--- src/rtl/mock_cu_multi.sv ---
// mock_cu_multi
//   Mock control unit answering a contiguous block of NUM_DEVICES device
//   addresses on channel "B". It runs the bus/tag handshakes for short busy,
//   TEST I/O, NOP, SENSE and a WRITE/READ loopback through an internal byte
//   buffer. Selections for other addresses are passed on to channel "A" so
//   several mock units can be daisy-chained.
//
// Ports
//   clk, reset            rising-edge clock, asynchronous active-high reset
//   b_bus_out / b_bus_in  channel bus out (from channel) / bus in (to channel)
//   b_*_out               channel tags (hold and suppress are not used)
//   b_*_in                control-unit tags (request is tied low)
//   a_select_out          select propagated downstream
//   a_select_in           select returned from downstream, re-timed onto b_select_in
//   mock_busy             per-device busy, bit i = address BASE_ADDRESS+i
module mock_cu_multi #(
    parameter logic [7:0] BASE_ADDRESS      = 8'h10,
    parameter int         NUM_DEVICES       = 4,
    parameter int         BUFFER_DEPTH      = 16,
    parameter bit         ENABLE_SHORT_BUSY = 1'b1
) (
    input  logic                   clk,
    input  logic                   reset,
    input  logic [7:0]             b_bus_out,
    output logic [7:0]             b_bus_in,
    input  logic                   b_operational_out,
    input  logic                   b_hold_out,
    input  logic                   b_select_out,
    input  logic                   b_address_out,
    input  logic                   b_command_out,
    input  logic                   b_service_out,
    input  logic                   b_suppress_out,
    output logic                   b_operational_in,
    output logic                   b_address_in,
    output logic                   b_status_in,
    output logic                   b_service_in,
    output logic                   b_request_in,
    output logic                   b_select_in,
    output logic                   a_select_out,
    input  logic                   a_select_in,
    input  logic [NUM_DEVICES-1:0] mock_busy
);

    localparam int FILL_W = $clog2(BUFFER_DEPTH + 1);
    localparam int BUF_AW = (BUFFER_DEPTH > 1) ? $clog2(BUFFER_DEPTH) : 1;
    localparam int DEV_W  = (NUM_DEVICES > 1) ? $clog2(NUM_DEVICES) : 1;

    localparam logic [7:0] ST_NONE       = 8'h00;
    localparam logic [7:0] ST_BUSY       = 8'h08;
    localparam logic [7:0] ST_SHORT_BUSY = 8'h0C;
    localparam logic [7:0] ST_CEDE       = 8'h30;
    localparam logic [7:0] ST_CEDE_UC    = 8'h70;

    localparam logic [7:0] CMD_TEST  = 8'h00;
    localparam logic [7:0] CMD_WRITE = 8'h01;
    localparam logic [7:0] CMD_READ  = 8'h02;
    localparam logic [7:0] CMD_NOP   = 8'h03;
    localparam logic [7:0] CMD_SENSE = 8'h04;

    typedef enum logic [3:0] {
        S_IDLE, S_SB, S_SB_ACK, S_ADDR_WAIT, S_ADDR_IN, S_CMD_WAIT, S_DECODE,
        S_ST_INIT, S_ST_INIT_ACK, S_DOUT, S_DOUT_ACK, S_DIN, S_DIN_ACK,
        S_STOP, S_ST_END, S_ST_END_ACK
    } state_t;

    state_t              state_q, state_d;
    logic [DEV_W-1:0]    dev_q, dev_d;
    logic [7:0]          cmd_q, cmd_d;
    logic [7:0]          stat_q, stat_d;
    logic [FILL_W-1:0]   fill_q, fill_d;
    logic [FILL_W-1:0]   rd_ptr_q, rd_ptr_d;
    logic [7:0]          sense_q [NUM_DEVICES];
    logic [7:0]          sense_d [NUM_DEVICES];
    logic [7:0]          data_q  [BUFFER_DEPTH];

    logic [7:0]          bus_q, bus_d;
    logic                op_q, op_d;
    logic                addr_q, addr_d;
    logic                stin_q, stin_d;
    logic                svc_q, svc_d;
    logic                asel_q, asel_d;
    logic                selin_q;

    logic                wr_en;
    logic [8:0]          sel_off;
    logic                in_range;
    logic [DEV_W-1:0]    sel_dev;
    logic [7:0]          rd_byte;
    logic                unused_ok;

    assign unused_ok = &{1'b0, b_hold_out, b_suppress_out};

    // 9-bit offset so addresses below the base cannot wrap into range
    assign sel_off  = {1'b0, b_bus_out} - {1'b0, BASE_ADDRESS};
    assign in_range = (b_bus_out >= BASE_ADDRESS) && (sel_off < 9'(NUM_DEVICES));
    assign sel_dev  = sel_off[DEV_W-1:0];

    // SENSE transfers one byte from the per-device sense register instead of the buffer
    assign rd_byte = (cmd_q == CMD_SENSE) ? sense_q[dev_q] : data_q[rd_ptr_q[BUF_AW-1:0]];

    always_comb begin
        state_d  = state_q;
        dev_d    = dev_q;
        cmd_d    = cmd_q;
        stat_d   = stat_q;
        fill_d   = fill_q;
        rd_ptr_d = rd_ptr_q;
        sense_d  = sense_q;
        bus_d    = bus_q;
        op_d     = op_q;
        addr_d   = addr_q;
        stin_d   = stin_q;
        svc_d    = svc_q;
        asel_d   = asel_q;
        wr_en    = 1'b0;

        if (state_q != S_IDLE && !b_operational_out) begin
            // Channel system reset: abandon the selection, keep buffer/fill/sense
            state_d = S_IDLE;
            op_d    = 1'b0;
            addr_d  = 1'b0;
            stin_d  = 1'b0;
            svc_d   = 1'b0;
        end else begin
            case (state_q)
                S_IDLE: begin
                    op_d   = 1'b0;
                    addr_d = 1'b0;
                    stin_d = 1'b0;
                    svc_d  = 1'b0;
                    asel_d = b_select_out;
                    if (b_address_out && b_select_out && in_range) begin
                        dev_d  = sel_dev;
                        asel_d = 1'b0;
                        if (mock_busy[sel_dev] && ENABLE_SHORT_BUSY) begin
                            state_d = S_SB;
                            bus_d   = ST_SHORT_BUSY;
                            stin_d  = 1'b1;
                        end else begin
                            state_d = S_ADDR_WAIT;
                            op_d    = 1'b1;
                        end
                    end
                end
                S_SB: begin
                    if (b_service_out) begin
                        stin_d  = 1'b0;
                        state_d = S_SB_ACK;
                    end
                end
                S_SB_ACK: begin
                    if (!b_service_out) state_d = S_IDLE;
                end
                S_ADDR_WAIT: begin
                    if (!b_address_out) begin
                        bus_d   = BASE_ADDRESS + 8'(dev_q);
                        addr_d  = 1'b1;
                        state_d = S_ADDR_IN;
                    end
                end
                S_ADDR_IN: begin
                    if (b_command_out) begin
                        cmd_d   = b_bus_out;
                        addr_d  = 1'b0;
                        state_d = S_CMD_WAIT;
                    end
                end
                S_CMD_WAIT: begin
                    if (!b_command_out) state_d = S_DECODE;
                end
                S_DECODE: begin
                    if (mock_busy[dev_q]) begin
                        stat_d = ST_BUSY;
                    end else begin
                        case (cmd_q)
                            CMD_TEST:  stat_d = ST_NONE;
                            CMD_WRITE: begin
                                stat_d = ST_NONE;
                                fill_d = '0;
                            end
                            CMD_READ: begin
                                stat_d   = (fill_q == '0) ? ST_CEDE : ST_NONE;
                                rd_ptr_d = '0;
                            end
                            CMD_NOP:   stat_d = ST_CEDE;
                            CMD_SENSE: stat_d = ST_NONE;
                            default: begin
                                stat_d = ST_CEDE_UC;
                                sense_d[dev_q][7] = 1'b1;
                            end
                        endcase
                    end
                    bus_d   = stat_d;
                    stin_d  = 1'b1;
                    state_d = S_ST_INIT;
                end
                S_ST_INIT: begin
                    if (b_service_out) begin
                        stin_d  = 1'b0;
                        state_d = S_ST_INIT_ACK;
                    end
                end
                S_ST_INIT_ACK: begin
                    if (!b_service_out) begin
                        if (stat_q != ST_NONE || cmd_q == CMD_TEST) begin
                            op_d    = 1'b0;
                            state_d = S_IDLE;
                        end else if (cmd_q == CMD_WRITE) begin
                            svc_d   = 1'b1;
                            state_d = S_DIN;
                        end else begin
                            bus_d   = rd_byte;
                            svc_d   = 1'b1;
                            state_d = S_DOUT;
                        end
                    end
                end
                S_DOUT: begin
                    // Stop takes priority over an accepted byte in the same cycle
                    if (b_command_out) begin
                        svc_d   = 1'b0;
                        state_d = S_STOP;
                    end else if (b_service_out) begin
                        svc_d    = 1'b0;
                        rd_ptr_d = rd_ptr_q + 1'b1;
                        if (cmd_q == CMD_SENSE) sense_d[dev_q] = '0;
                        state_d  = S_DOUT_ACK;
                    end
                end
                S_DOUT_ACK: begin
                    if (!b_service_out) begin
                        if (cmd_q == CMD_SENSE || rd_ptr_q == fill_q) begin
                            bus_d   = ST_CEDE;
                            stin_d  = 1'b1;
                            state_d = S_ST_END;
                        end else begin
                            bus_d   = rd_byte;
                            svc_d   = 1'b1;
                            state_d = S_DOUT;
                        end
                    end
                end
                S_DIN: begin
                    if (b_command_out) begin
                        svc_d   = 1'b0;
                        state_d = S_STOP;
                    end else if (b_service_out) begin
                        wr_en   = 1'b1;
                        fill_d  = fill_q + 1'b1;
                        svc_d   = 1'b0;
                        state_d = S_DIN_ACK;
                    end
                end
                S_DIN_ACK: begin
                    if (!b_service_out) begin
                        // Ending here when full means a write at fill==BUFFER_DEPTH cannot happen
                        if (fill_q == FILL_W'(BUFFER_DEPTH)) begin
                            bus_d   = ST_CEDE;
                            stin_d  = 1'b1;
                            state_d = S_ST_END;
                        end else begin
                            svc_d   = 1'b1;
                            state_d = S_DIN;
                        end
                    end
                end
                S_STOP: begin
                    if (!b_command_out) begin
                        bus_d   = ST_CEDE;
                        stin_d  = 1'b1;
                        state_d = S_ST_END;
                    end
                end
                S_ST_END: begin
                    if (b_service_out) begin
                        stin_d  = 1'b0;
                        state_d = S_ST_END_ACK;
                    end
                end
                S_ST_END_ACK: begin
                    if (!b_service_out) begin
                        op_d    = 1'b0;
                        state_d = S_IDLE;
                    end
                end
                default: state_d = S_IDLE;
            endcase
        end
    end

    always_ff @(posedge clk or posedge reset) begin
        if (reset) begin
            state_q  <= S_IDLE;
            dev_q    <= '0;
            cmd_q    <= '0;
            stat_q   <= '0;
            fill_q   <= '0;
            rd_ptr_q <= '0;
            for (int i = 0; i < NUM_DEVICES; i++) sense_q[i] <= '0;
            bus_q    <= '0;
            op_q     <= 1'b0;
            addr_q   <= 1'b0;
            stin_q   <= 1'b0;
            svc_q    <= 1'b0;
            asel_q   <= 1'b0;
        end else begin
            state_q  <= state_d;
            dev_q    <= dev_d;
            cmd_q    <= cmd_d;
            stat_q   <= stat_d;
            fill_q   <= fill_d;
            rd_ptr_q <= rd_ptr_d;
            sense_q  <= sense_d;
            bus_q    <= bus_d;
            op_q     <= op_d;
            addr_q   <= addr_d;
            stin_q   <= stin_d;
            svc_q    <= svc_d;
            asel_q   <= asel_d;
        end
    end

    // Buffer contents survive reset; only fill says how much is valid
    always_ff @(posedge clk) begin
        if (wr_en) data_q[fill_q[BUF_AW-1:0]] <= b_bus_out;
    end

    // Downstream select return is re-timed continuously, reset or not
    always_ff @(posedge clk) begin
        selin_q <= a_select_in;
    end

    assign b_bus_in         = bus_q;
    assign b_operational_in = op_q;
    assign b_address_in     = addr_q;
    assign b_status_in      = stin_q;
    assign b_service_in     = svc_q;
    assign b_request_in     = 1'b0;
    assign b_select_in      = selin_q;
    assign a_select_out     = asel_q;

endmodule
--- config.mk ---
export PLATFORM = sky130hd
export DESIGN_NAME = mock_cu_multi
export DESIGN_NICKNAME = d
export VERILOG_FILES = /design/src/rtl/mock_cu_multi.sv
export SDC_FILE = /design/constraint.sdc
export NUM_CORES = 1
export LEC_CHECK = 0
export CORE_ASPECT_RATIO = 0.8
export CORE_UTILIZATION = 57
export DETAILED_ROUTE_END_ITERATION = 16
export DONT_BUFFER_PORTS = 1
export PLACE_DENSITY = 0.71
export RECOVER_POWER = 25
export SLEW_MARGIN = 20
export SYNTH_ARGS = -nofsm -noshare
export SYNTH_HDL_FRONTEND = slang
export SYNTH_SLANG_ARGS = --single-unit
export TNS_END_PERCENT = 20
--- constraint.sdc ---
create_clock -name clk -period 2.7 [get_ports clk]
set_clock_uncertainty 0.2 [all_clocks]
set_input_delay 0.27 -clock clk [delete_from_list [all_inputs] [get_ports clk]]
set_output_delay 0.27 -clock clk [all_outputs]
set_load 0.05 [all_outputs]
Word-level counts from Yosys, hierarchy flattened
Memories as Yosys holds them, arrays and structs flattened.
Cells that the tools add are included.
{"block": "word_totals", "register_bits": 78, "mem_bits_rw": 128, "wordCells": 237, "mem_count": 1}
{"name": "data_q", "depth": 16, "word_bits": 8, "rd": 1, "rd_ports_with_merged_regs": 0, "wr": 1, "line_no": "74", "text": "logic [7:0] data_q [BUFFER_DEPTH];"}
{"block": "op_classes", "addsub": 4, "order_cmp": 6, "n_eq_ne": 63, "mux": 103, "bitwise_logic": 5, "reduce_logical": 38}
{"op": "$mux W32", "count": 5}
{"op": "$mux W8", "count": 16}
{"op": "$mux W4", "count": 18}
{"op": "$pmux W32 S2", "count": 1}
{"op": "$pmux W4 S15", "count": 1}
{"op": "$pmux W8 S7", "count": 1}
{"op": "$ne A3 B3 Y1 const B", "count": 18}
{"op": "$mux W5", "count": 8}
{"op": "$ne A2 B2 Y1 const B", "count": 19}
{"op": "$mux W1", "count": 35}
{"op": "$and A32 B32 Y32", "count": 1}
{"op": "$demux W8 S2", "count": 2}
{"op": "$eq A4 B4 Y1 const B", "count": 8}
{"op": "$not A32 Y32", "count": 1}
{"op": "$or A32 B32 Y32", "count": 1}
{"op": "$pmux W7 S3", "count": 1}
{"op": "$pmux W5 S2", "count": 2}
{"op": "$bmux W8 S2", "count": 1}
{"op": "$eq A4 B3 Y1 const B", "count": 4}
{"op": "$eq A8 B2 Y1 const B", "count": 2}
{"op": "$reduce_and A14 Y1", "count": 1}
{"op": "$reduce_and A7 Y1", "count": 2}
{"op": "$reduce_bool A7 Y1", "count": 2}
{"op": "$reduce_and A12 Y1", "count": 1}
{"op": "46 further kinds", "count": 68}

Longest topological paths before layout
Gate-level depths: netlist (run 1).
{"block": "depth", "ltp_word": 11, "depth_mapped": 9, "depth_no_buf": 8}

Worst setup path before layout (run 1)
Ideal clock, no wire load.
{"block": "synth_timing", "path_type": "register to register", "startpoint": "register state_q[0]", "endpoint": "memory data_q[0][0] (enable)", "setup_time_ns": 0.383, "arrival_ns": 2.295, "required_time_ns": 2.117, "setup_slack_ns": -0.179, "stages_incl_launch_ff": 7, "n_path_buf": 2, "synth_period_minus_slack_ns": 2.879, "cell_sequence": "dfrtp_1 buf_2 clkbuf_1 nand4b_1 nor3_1 nand2_1 nor3_1"}
{"block": "synth_between", "elab_chain_cells": 5, "word_cells_on_any_way": 7, "classes_between": "eq/ne: 1; mux: 4; reduce/logical: 2"}
{"item": "start, declared", "line_no": "66", "text": "state_t state_q, state_d;"}
{"item": "start signal, assigned", "line_no": "307", "text": "state_q <= state_d;"}
{"item": "$eq A4 B4 Y1 or $reduce_bool A4 Y1 (tied branches)", "line_no": "125, 117"}
{"item": "$mux W1 or $logic_and A1 B1 Y1 (tied branches)", "line_no": "125, 117"}
{"item": "$mux W1 (*)", "line_no": "117", "text": "if (state_q != S_IDLE && !b_operational_out) begin"}
{"item": "$mux W1 (*)", "line_no": "325", "text": "if (wr_en) data_q[fill_q[BUF_AW-1:0]] <= b_bus_out;"}
{"item": "$mux W1 (not written as such) (*)", "line_no": "325"}
{"item": "end, declared", "line_no": "74"}
Every way passes the cells marked *; elsewhere a longest branch is shown, timed or not.

Final worst setup path (run 1)
{"block": "layout_timing", "startpoint": "register state_q[2]", "endpoint": "register sense_q[4] in the netlist's numbering"}
{"block": "layout_between", "elab_chain_cells": 4, "word_cells_on_any_way": 13, "classes_between": "eq/ne: 7; mux: 1; bitwise: 1; reduce/logical: 4"}
{"item": "parallel branches: the longest is 4 deep, another holds $reduce_and A7 Y1"}
{"item": "end signal, assigned", "line_no": "313", "text": "sense_q <= sense_d;"}
{"item": "end, declared", "line_no": "72", "text": "logic [7:0] sense_q [NUM_DEVICES];"}
Parallel ways; which one is timed is not known.
A chain may end at the register's enable or synchronous reset.

==> run metrics, run 1 <==
Mapped Cells=683; Largest stage delay, worst path=580 ps; Static Leak=4.082 nW; critical path's slowest cell=dfrtp_1; hold_sp=mock_busy[0]; Synth warnings=0; Die Height=116.4 microns; Initial Util=58.68%; Die W=145.1 microns; maximum number of pins on one net before global-route repair=41; CTS H-tree depth=1; initial antenna violation count=3; clk sinks=201; Worst EP required=2860 ps; CTS Root Cell=clkbuf_16; Rel. slew slack=11.90%; layout cell share with drive strength beyond 1=23.32%; most instantiated cells after synthesis=edfxtp_1 (128), dfrtp_1 (72), nor2_1 (47); Net count, final=772; crit path kind=flip-flop to flip-flop; GRT Total Usage=28.05%; most common cell in the synthesized netlist=edfxtp_1; reg2reg end=sense_q[4]$_DFFE_PP0P_; Avg Inst Size Synth=13.66 sq um; Hold EP=stat_q[3]$_DFFE_PP0P_; worst path cell trace=or4_4 -> a211oi_4 -> and2b_4 -> o21ai_4 -> nor3_4 -> nor2b_1; non-filler cells in the finished layout=976; First-pass DRT Iterations=5; placed inst area=9912 sq um; Site Rows=41; Post-synth ARST share=35.82%; Synth area leader=edfxtp_1; Final Max Tran Viols=0; Routed Antenna Nets=0; DR DRC count=0; IO Pins=37; DR WL/cell=23.44 microns; dominant cells by area after synthesis=edfxtp_1 (41%), dfrtp_1 (19%), mux4_2 (9.4%); Final setup viols=0; Final GP Congestion=0.9552; CP startpoint=state_q[2]$_DFFE_PP0P_; DRT iter0 DRCs=600; outcome=finished clean; Port Buf Inserts=0; Final Cycle Share=96.57%; gr ovfl total=0; Main synth FF type=edfxtp_1; TritonCTS clock tree=built; Peak Freq=383.5 MHz; total wire length=22880 microns; VDD IR-drop max=0.5296 mV; RSZ-0062 raised after global routing=true; Hold Fails Final Rpt=0; DP Worst Slack=120.5 ps; core footprint=15900 sq um; CP startpoint kind=flip-flop; post-route design area=10830 sq um; placed insts=921; clock latency on the worst-skew pair=510 ps; first-pass GRT wire length=35600 microns; final setup margin=92.55 ps; Clock Path Buffers=3; post-synthesis register bit count=201; WP buf/inv=0; vias=6170; Data arrival, critical path=2770 ps; RR Startpoint=state_q[2]$_DFFE_PP0P_; area grow syn2layout=16.09%; HPWL Detailed=15040 microns; Post-synth EDFFs=128; sequential share of the synthesized area=60.71%; via/cell ratio=6.322; min Tclk post-route=2607 ps; Netlist cell types=77; Worst-path clk slew=70 ps; CTS buffer count=21; post-synth top area share=41.19%; Post-Syn Area=9331 sq um; vias in the first global route=6117; Die ar.=16890 sq um; hold depth=3; PD cells=801.0 nW/um^2; crit-path leading delay family=simple AND/OR/NAND/NOR gates; reg2reg setup slack=90 ps; CP max FO=15; number of max-cap violations=0; Critical Path End Type=flip-flop; worst hold path class=input port to flip-flop; Syn Nets=711; FF-to-FF path depth=6; Worst Tran Pin Value=1320 ps
==> how the worst max path moves through the flow <==
| stage | end | slack (ps) | cells after the start |
|---|---|---|---|
| floorplan | data_q[0][0]$_DFFE_PP_ | -180 | 6 |
| finish | sense_q[4]$_DFFE_PP0P_ | 90 | 6 |
| global placement | b_bus_in[4]$_DFFE_PP0P_ | 160 | 6 |
| detailed placement | b_bus_in[6]$_DFFE_PP0P_ | 120 | 9 |
| global route | sense_q[4]$_DFFE_PP0P_ | -20 | 6 |
| CTS | b_bus_in[6]$_DFFE_PP0P_ | 30 | 8 |
==> final cells by class <==
cell class | count | area (sq um)
tap | 215 | 269.0
clock inverter | 9 | 136.4
timing repair buffer | 80 | 654.4
fill | 1092 | 5070
inverter | 16 | 60.06
multi-input combinational | 424 | 3442
clock buffer | 29 | 599.3
antenna | 2 | 5.005
sequential | 201 | 5667
==> tightest hold or removal path: cells and delay by family <==
kind / cells / cell delay [ps]
multiplexers: 1 / 310
AND/OR/NAND/NOR: 2 / 130
==> what timing repair did <==
item,CTS,global route
hold endpoints to repair,183,0
hold buffers,15,0
resized for setup,0,6
setup endpoints to repair,0,32
buffers inserted,0,0
==> kinds of logic (layout without fill, tap and decap cells) <==
logic type	count (synthesis)	in the layout	synth area share, %
AO/OA/AOI/OAI	124	124	9.172
XOR/XNOR	9	9	0.8448
adder cells (fa/ha/maj)	6	6	0.8045
buffers and inverters	58	134	2.682
flip-flops	201	201	60.71
multiplexers	68	68	12.81
other	1	3	0.04019
AND/OR/NAND/NOR	216	216	12.94
==> power by group <==
part | leakage [nW] | switching (mW) | total [mW] | internal (mW)
clock network | 0.355 | 1.21 | 3.06 | 1.85
registers | 2.11 | 0.426 | 3.85 | 3.42
logic | 1.62 | 0.985 | 1.77 | 0.784
total | 4.08 | 2.62 | 8.68 | 6.06
==> through the flow <==
step	TNS [ps]	total power [mW]	util [%]	hold slack, ps
finish	0	8.677	68.12	42.25
global route	-49.69	8.968	68.12	83.38
CTS	0	8.650	67.90	19.80
detailed placement	0	5.553	62.33	97.78
global placement	0	5.509	62.33	97.76
floorplan	-5473	5.063	-	97.72
==> state kept, by name, indices dropped and copies added, names as in the netlist, 2 cells and up, named ones only <==
| register | cells |
|---|---|
| sense_q | 28 |
| stat_q | 3 |
| b_bus_in | 8 |
| dev_q | 2 |
| fill_q | 5 |
| rd_ptr_q | 5 |
| data_q | 128 |
| cmd_q | 8 |
| state_q | 4 |
==> routing by layer <==
layer  routed length, microns  part of all wire, %  vias up  GRT usage (%)
met5                       17                0.074        -              0
met4                      469                  2.1        2          8.070
met3                     2031                  8.9       40          6.016
met2                    10280                   45      283          42.92
met1                    10080                   44     3099          41.13
li1                         -                    -     2746              -
==> cell usage in the layout, fill, tap and decap left out, types with 4 or more instances in the layout <==
| cell | count |
|---|---|
| mux4_2 | 39 |
| dlygate4sd3_1 | 15 |
| and2_1 | 10 |
| dfrtp_1 | 71 |
| mux2i_1 | 8 |
| o211ai_1 | 4 |
| o31ai_1 | 6 |
| a22oi_1 | 4 |
| nand2b_1 | 7 |
| o21ai_0 | 26 |
| clkbuf_8 | 4 |
| or3_1 | 4 |
| nand2_1 | 45 |
| nor3_1 | 17 |
| inv_1 | 16 |
| mux2_2 | 21 |
| a32oi_1 | 4 |
| nor3b_1 | 4 |
| buf_4 | 63 |
| and3_1 | 6 |
| nor2b_1 | 32 |
| clkbuf_16 | 21 |
| nand3_1 | 11 |
| a21oi_1 | 22 |
| xor2_1 | 7 |
| edfxtp_1 | 128 |
| a31oi_1 | 13 |
| nor2_1 | 47 |
| nand4_1 | 4 |
| ha_1 | 6 |
| o22ai_1 | 4 |
| a211oi_1 | 7 |
Power figures use the tool's default switching activity.
==> run 2: changes to the inputs <==
--- a/config.mk
+++ b/config.mk
@@ -7,6 +7,7 @@
 export LEC_CHECK = 0
 export CORE_ASPECT_RATIO = 0.8
 export CORE_UTILIZATION = 57
+export CTS_BUF_LIST = sky130_fd_sc_hd__clkbuf_8 sky130_fd_sc_hd__clkbuf_16
 export DETAILED_ROUTE_END_ITERATION = 16
 export DONT_BUFFER_PORTS = 1
 export PLACE_DENSITY = 0.71
==> run 2 against run 1 <==
Effect of this change:
- critical path depth unchanged
- sequential power barely moved
- routed wire length is 0.66% lower
- sequential share of layout area is 0.085 points higher
- cell count unchanged
- worst setup slack gained 14 ps
- hold slack better by 7.6 ps
- register-to-register slack about the same
- power is 0.51% lower
- critical endpoint unchanged
- highest routed layer unchanged
==> run metrics, run 2 (synthesis results as in run 1) <==
outcome=finished clean; via/cell ratio=6.374 (+0.83%); Final Cycle Share=96.05% (-0.52 points); Clock Path Buffers=3 (unchanged); area occupied by multi-input gates=3428 sq um (-0.40%); Peak Freq=385.6 MHz (+0.54%); maximum number of pins on one net before global-route repair=41 (unchanged); Final Max Tran Viols=0 (unchanged); initial antenna violation count=3 (unchanged); overall power=8.633 mW (-0.51%); number of max-cap violations=0 (unchanged); Die ar.=16890 sq um (unchanged); clock latency on the worst-skew pair=510 ps (about the same); Net count, final=772 (unchanged); gr ovfl total=0 (unchanged); Register Area=5667 sq um (unchanged); CP max FO=15 (unchanged); Die Height=116.4 microns (unchanged); Worst EP required=2860 ps (about the same); Final setup viols=0 (unchanged); DR DRC count=0 (unchanged); IO Pins=37 (unchanged); VDD IR-drop max=0.5233 mV (-1.2%); total wire length=22730 microns (-0.66%); Site Rows=41 (unchanged); CTS buffer count=21 (unchanged); Routed Antenna Nets=0 (unchanged); commonest non-fill, non-tap cell in the layout=edfxtp_1; RSZ-0062 raised after global routing=true; DR WL/cell=23.29 microns (-0.66%); HPWL Detailed=15040 microns (unchanged); GRT Total Usage=27.96% (-0.087 points); Initial Util=58.68% (unchanged); vias in the first global route=6110 (-0.11%); non-filler cells in the finished layout=976 (unchanged); Rel. slew slack=9.751% (-2.2 points); Post-CTS Setup Inserts=0 (unchanged); Hold Fails Final Rpt=0 (unchanged); worst hold path class=input port to flip-flop; Port Buf Inserts=0 (unchanged); PD cells=798.2 nW/um^2 (-0.35%); Worst-path clk slew=70 ps (about the same); most frequent cells in the layout=edfxtp_1 (128), dfrtp_1 (71), buf_4 (63), nor2_1 (47), nand2_1 (45); layout cell share with drive strength beyond 1=23.06% (-0.26 points); Final GP Congestion=0.9552 (unchanged); CTS Root Cell=clkbuf_16; crit path kind=flip-flop to flip-flop; Static Leak=4.088 nW (+0.17%); vias=6221 (+0.83%); core footprint=15900 sq um (unchanged); CTS H-tree depth=1 (unchanged); placed insts=921 (unchanged); Critical Path End Type=flip-flop; area grow syn2layout=15.90%; clk sinks=201 (unchanged); Die W=145.1 microns (unchanged); First-pass DRT Iterations=5 (unchanged); min Tclk post-route=2593 ps (-14.04 ps); Hold WS=49.89 ps (+7.639 ps); Largest register FFs=128 (unchanged); # fillers=1094 (+0.18%); Worst Tran Pin Value=1352 ps (+32.23 ps); fin util=68.01% (-0.11 points); Data arrival, critical path=2760 ps (about the same); DRT iter0 DRCs=568 (-5.3%); first-pass GRT wire length=35490 microns (-0.29%); CP startpoint kind=flip-flop; TritonCTS clock tree=built
run 2: timing repair:
item,in CTS,in global routing
resized for setup,0,4
hold buffers,15,0
setup endpoints to repair,0,32
endpoints found under the hold margin,183,0
run 2: final cells by class:
class	instances	share of cell area, %
diodes	2	0.04627
flip-flops and latches	201	52.39
repair buffers	80	6.050
well taps	215	2.487
inverters	16	0.5553
clock buffers	25	5.368
multi-input cells	424	31.70
clock inverters	13	1.400
run 2: per-stage QoR:
stage	TNS (ps)	setup WS (ps)	instance area, sq um
floorplan	-5473	-178.7	9331
global placement	0	161.7	9912
detailed placement	0	120.5	9912
CTS	0	34.64	10790
global route	-97.88	-19.89	10820
finish	0	106.6	10820
run 2: where the power goes:
group / leakage [nW] / switching, mW / internal, mW
sequential: 2.11 / 0.419 / 3.42
clock: 0.369 / 1.21 / 1.83
combinational: 1.61 / 0.979 / 0.775
run 2: worst paths after layout:
path | depth (start not counted) | start | end | slack (ps)
max | 6 | state_q[2]$_DFFE_PP0P_ | sense_q[4]$_DFFE_PP0P_ | 110
min | 3 | mock_busy[0] | stat_q[3]$_DFFE_PP0P_ | 50
max reg2reg | 6 | state_q[2]$_DFFE_PP0P_ | sense_q[4]$_DFFE_PP0P_ | 110
min reg2reg | 1 | sense_q[27]$_DFFE_PP0P_ | sense_q[27]$_DFFE_PP0P_ | 290
max in group asynchronous | 2 | reset | rd_ptr_q[0]$_DFFE_PP0P_ | 970
min in group asynchronous | 2 | reset | b_bus_in[5]$_DFFE_PP0P_ | 410
run 2: routing by layer:
metal / part of all wire, % / up-vias / GRT usage (%)
li1: - / 2741 / -
met1: 43 / 3107 / 40.74
met2: 45 / 323 / 42.98
met3: 10 / 48 / 6.094
met4: 2.3 / 2 / 8.140
met5: 0.075 / - / 0
run 2: worst max-delay path, stage by stage (launching register included):
cell and delay [ps]:
dfrtp_1 570, or4_4 550, a211oi_4 320, and2b_4 220, o21ai_4 100, nor3_4 370, nor2b_1 100
==> run 3: changes to the inputs <==
--- a/config.mk
+++ b/config.mk
@@ -6,6 +6,7 @@
 export NUM_CORES = 1
 export LEC_CHECK = 0
 export CORE_ASPECT_RATIO = 0.8
+export CORE_MARGIN = 5
 export CORE_UTILIZATION = 57
 export CTS_BUF_LIST = sky130_fd_sc_hd__clkbuf_8 sky130_fd_sc_hd__clkbuf_16
 export DETAILED_ROUTE_END_ITERATION = 16
==> run 3 against run 2 <==
Effect of this change:
- fmax down 0.35%
- hold slack got worse by 38 ps
- utilization shrank 0.46 points
- critical path depth rose by 2
- clock power is 11% lower
- largest cell class unchanged
==> run metrics, run 3 (synthesis results as in run 1) <==
outcome=finished clean; maximum number of pins on one net before global-route repair=43 (+4.9%); Largest register FFs=128 (unchanged); VDD IR-drop max=0.5659 mV (+8.2%); Critical Path End Type=flip-flop; Final Cycle Share=96.39% (+0.34 points); Routed Antenna Nets=0 (unchanged); HPWL Detailed=15420 microns (+2.5%); DRT iter0 DRCs=728 (+28%); worst path cell trace=inv_1 -> ha_1 -> nand4bb_1 -> or2_1 -> or3_1 -> a31oi_1 -> a21oi_1 -> a311oi_1; First-pass DRT Iterations=5 (unchanged); total wire length=22710 microns (about the same); PD cells=772.8 nW/um^2 (-3.2%); reg2reg setup slack=100 ps (about the same); clk sinks=201 (unchanged); IO Pins=37 (unchanged); Post-CTS Setup Inserts=0 (unchanged); crit path kind=flip-flop to flip-flop; DP Worst Slack=72.97 ps (-47.56 ps); clock latency on the worst-skew pair=500 ps (about the same); layout cell share with drive strength beyond 1=21.70% (-1.4 points); Net count, final=765 (-0.91%); Hold Fails Final Rpt=0 (unchanged); worst hold path class=input port to flip-flop; Final TNS setup=0 ps (unchanged); GRT Total Usage=24.27% (-3.7 points); Port Buf Inserts=0 (unchanged); hold depth=3 (unchanged); first-pass GRT wire length=36410 microns (+2.6%); most frequent cells in the layout=edfxtp_1 (128), dfrtp_1 (71), buf_4 (52), nor2_1 (47), nand2_1 (45); Final GP Congestion=0.9287 (-2.8%); Worst Tran Pin Value=1281 ps (-70.92 ps); CP startpoint kind=flip-flop; RSZ-0062 raised after global routing=true; Initial Util=58.68% (unchanged); final setup margin=97.39 ps (-9.197 ps); via/cell ratio=6.460 (+1.3%); vias in the first global route=6188 (+1.3%); Rel. slew slack=14.48% (+4.7 points); initial antenna violation count=1 (-2); Site Rows=41 (unchanged); TritonCTS clock tree=built; Static Leak=4.042 nW (-1.1%); Peak Freq=384.2 MHz (-0.35%); Worst EP required=2890 ps (+30 ps); Clock Path Buffers=3 (unchanged); # fillers=1131 (+3.4%); Largest stage delay, worst path=450 ps (-120 ps); CTS Root Cell=clkbuf_16; Worst-path clk slew=70 ps (about the same); Final Max Tran Viols=0 (unchanged); number of max-cap violations=0 (unchanged); core footprint=15900 sq um (unchanged); Die ar.=19050 sq um (+13%); CTS H-tree depth=1 (unchanged); gr ovfl total=0 (unchanged); DR WL/cell=23.51 microns (+0.94%); Die Height=124.4 microns (+6.9%); Ant. Diodes=0 (-2); area grow syn2layout=15.12%; min Tclk post-route=2603 ps (+9.197 ps); DR DRC count=0 (unchanged); vias=6240 (+0.31%); commonest non-fill, non-tap cell in the layout=edfxtp_1; Final setup viols=0 (unchanged); CP max FO=5 (-10); critical path's slowest cell=dfrtp_1; Data arrival, critical path=2790 ps (+30 ps); placed inst area=9930 sq um (+0.18%); CTS buffer count=20 (-4.8%); post-route design area=10740 sq um (-0.67%); Die W=153.1 microns (+5.5%); FF-to-FF path depth=8 (+2)
[run 3: changes by cell type in the layout (fill, tap and decap cells not counted), moves of 2 or more]
cell	change
clkbuf_8	-3
clkinv_2	+2
buf_4	-11
inv_6	-2
diode_2	-2
clkinv_1	+2
buf_12	+5
bufinv_16	-2
[run 3: per-layer routing]
metal  track usage, %  up-vias  wire length, microns
li1                 -     2726                     -
met1            37.15     3173                  9690
met2            36.54      295                 10290
met3            4.654       44                  2136
met4            5.448        2                   579
met5                0        -                    14
[run 3: area by class of cell]
type	instances	area [sq um]	share of cell area, %
sequential	201	5667	52.75
multi-input combinational	424	3418	31.82
timing repair buffer	74	671.9	6.254
clock buffer	22	539.3	5.020
tap	215	269.0	2.504
clock inverter	14	117.6	1.095
inverter	16	60.06	0.5590
[run 3: metrics by stage]
stage | total power [mW] | util, % | cells | hold WS, ps
after global routing | 8.662 | 67.55 | 966 | 22.63
after global placement | 5.523 | 62.44 | 915 | 97.78
after detailed placement | 5.569 | 62.44 | 915 | 93.75
after CTS | 8.321 | 67.51 | 966 | 5.985
final | 8.302 | 67.55 | 966 | 11.67
after floorplan | 5.063 | - | 683 | 97.72
[run 3: final timing paths]
check / from / end
setup / recovery: fill_q[0]$_DFFE_PP0P_ / b_status_in$_DFFE_PP0P_
hold / removal: b_operational_out / state_q[2]$_DFFE_PP0P_
setup reg to reg: fill_q[0]$_DFFE_PP0P_ / b_status_in$_DFFE_PP0P_
hold reg to reg: sense_q[27]$_DFFE_PP0P_ / sense_q[27]$_DFFE_PP0P_
max in group asynchronous: reset / rd_ptr_q[0]$_DFFE_PP0P_
min in group asynchronous: reset / b_bus_in[4]$_DFFE_PP0P_
[run 3: power by group]
group / switching [mW] / internal (mW)
logic: 0.983 / 0.781
registers: 0.401 / 3.42
clock network: 1.17 / 1.55
[run 3: critical path, delay by kind of cell (launching register included)]
| family | cells | cell delay [ps] |
|---|---|---|
| AOI/OAI and AO/OA | 3 | 610 |
| adders and majority gates | 1 | 230 |
| buffers and inverters | 1 | 140 |
| DFF | 1 | 450 |
| and+or+nand+nor | 3 | 860 |
[run 3: repair_timing]
action                                  CTS  global route
hold buffers                             15             0
endpoints found under the setup margin    0            27
endpoints found under the hold margin   178             0
gates resized for setup                   0             3
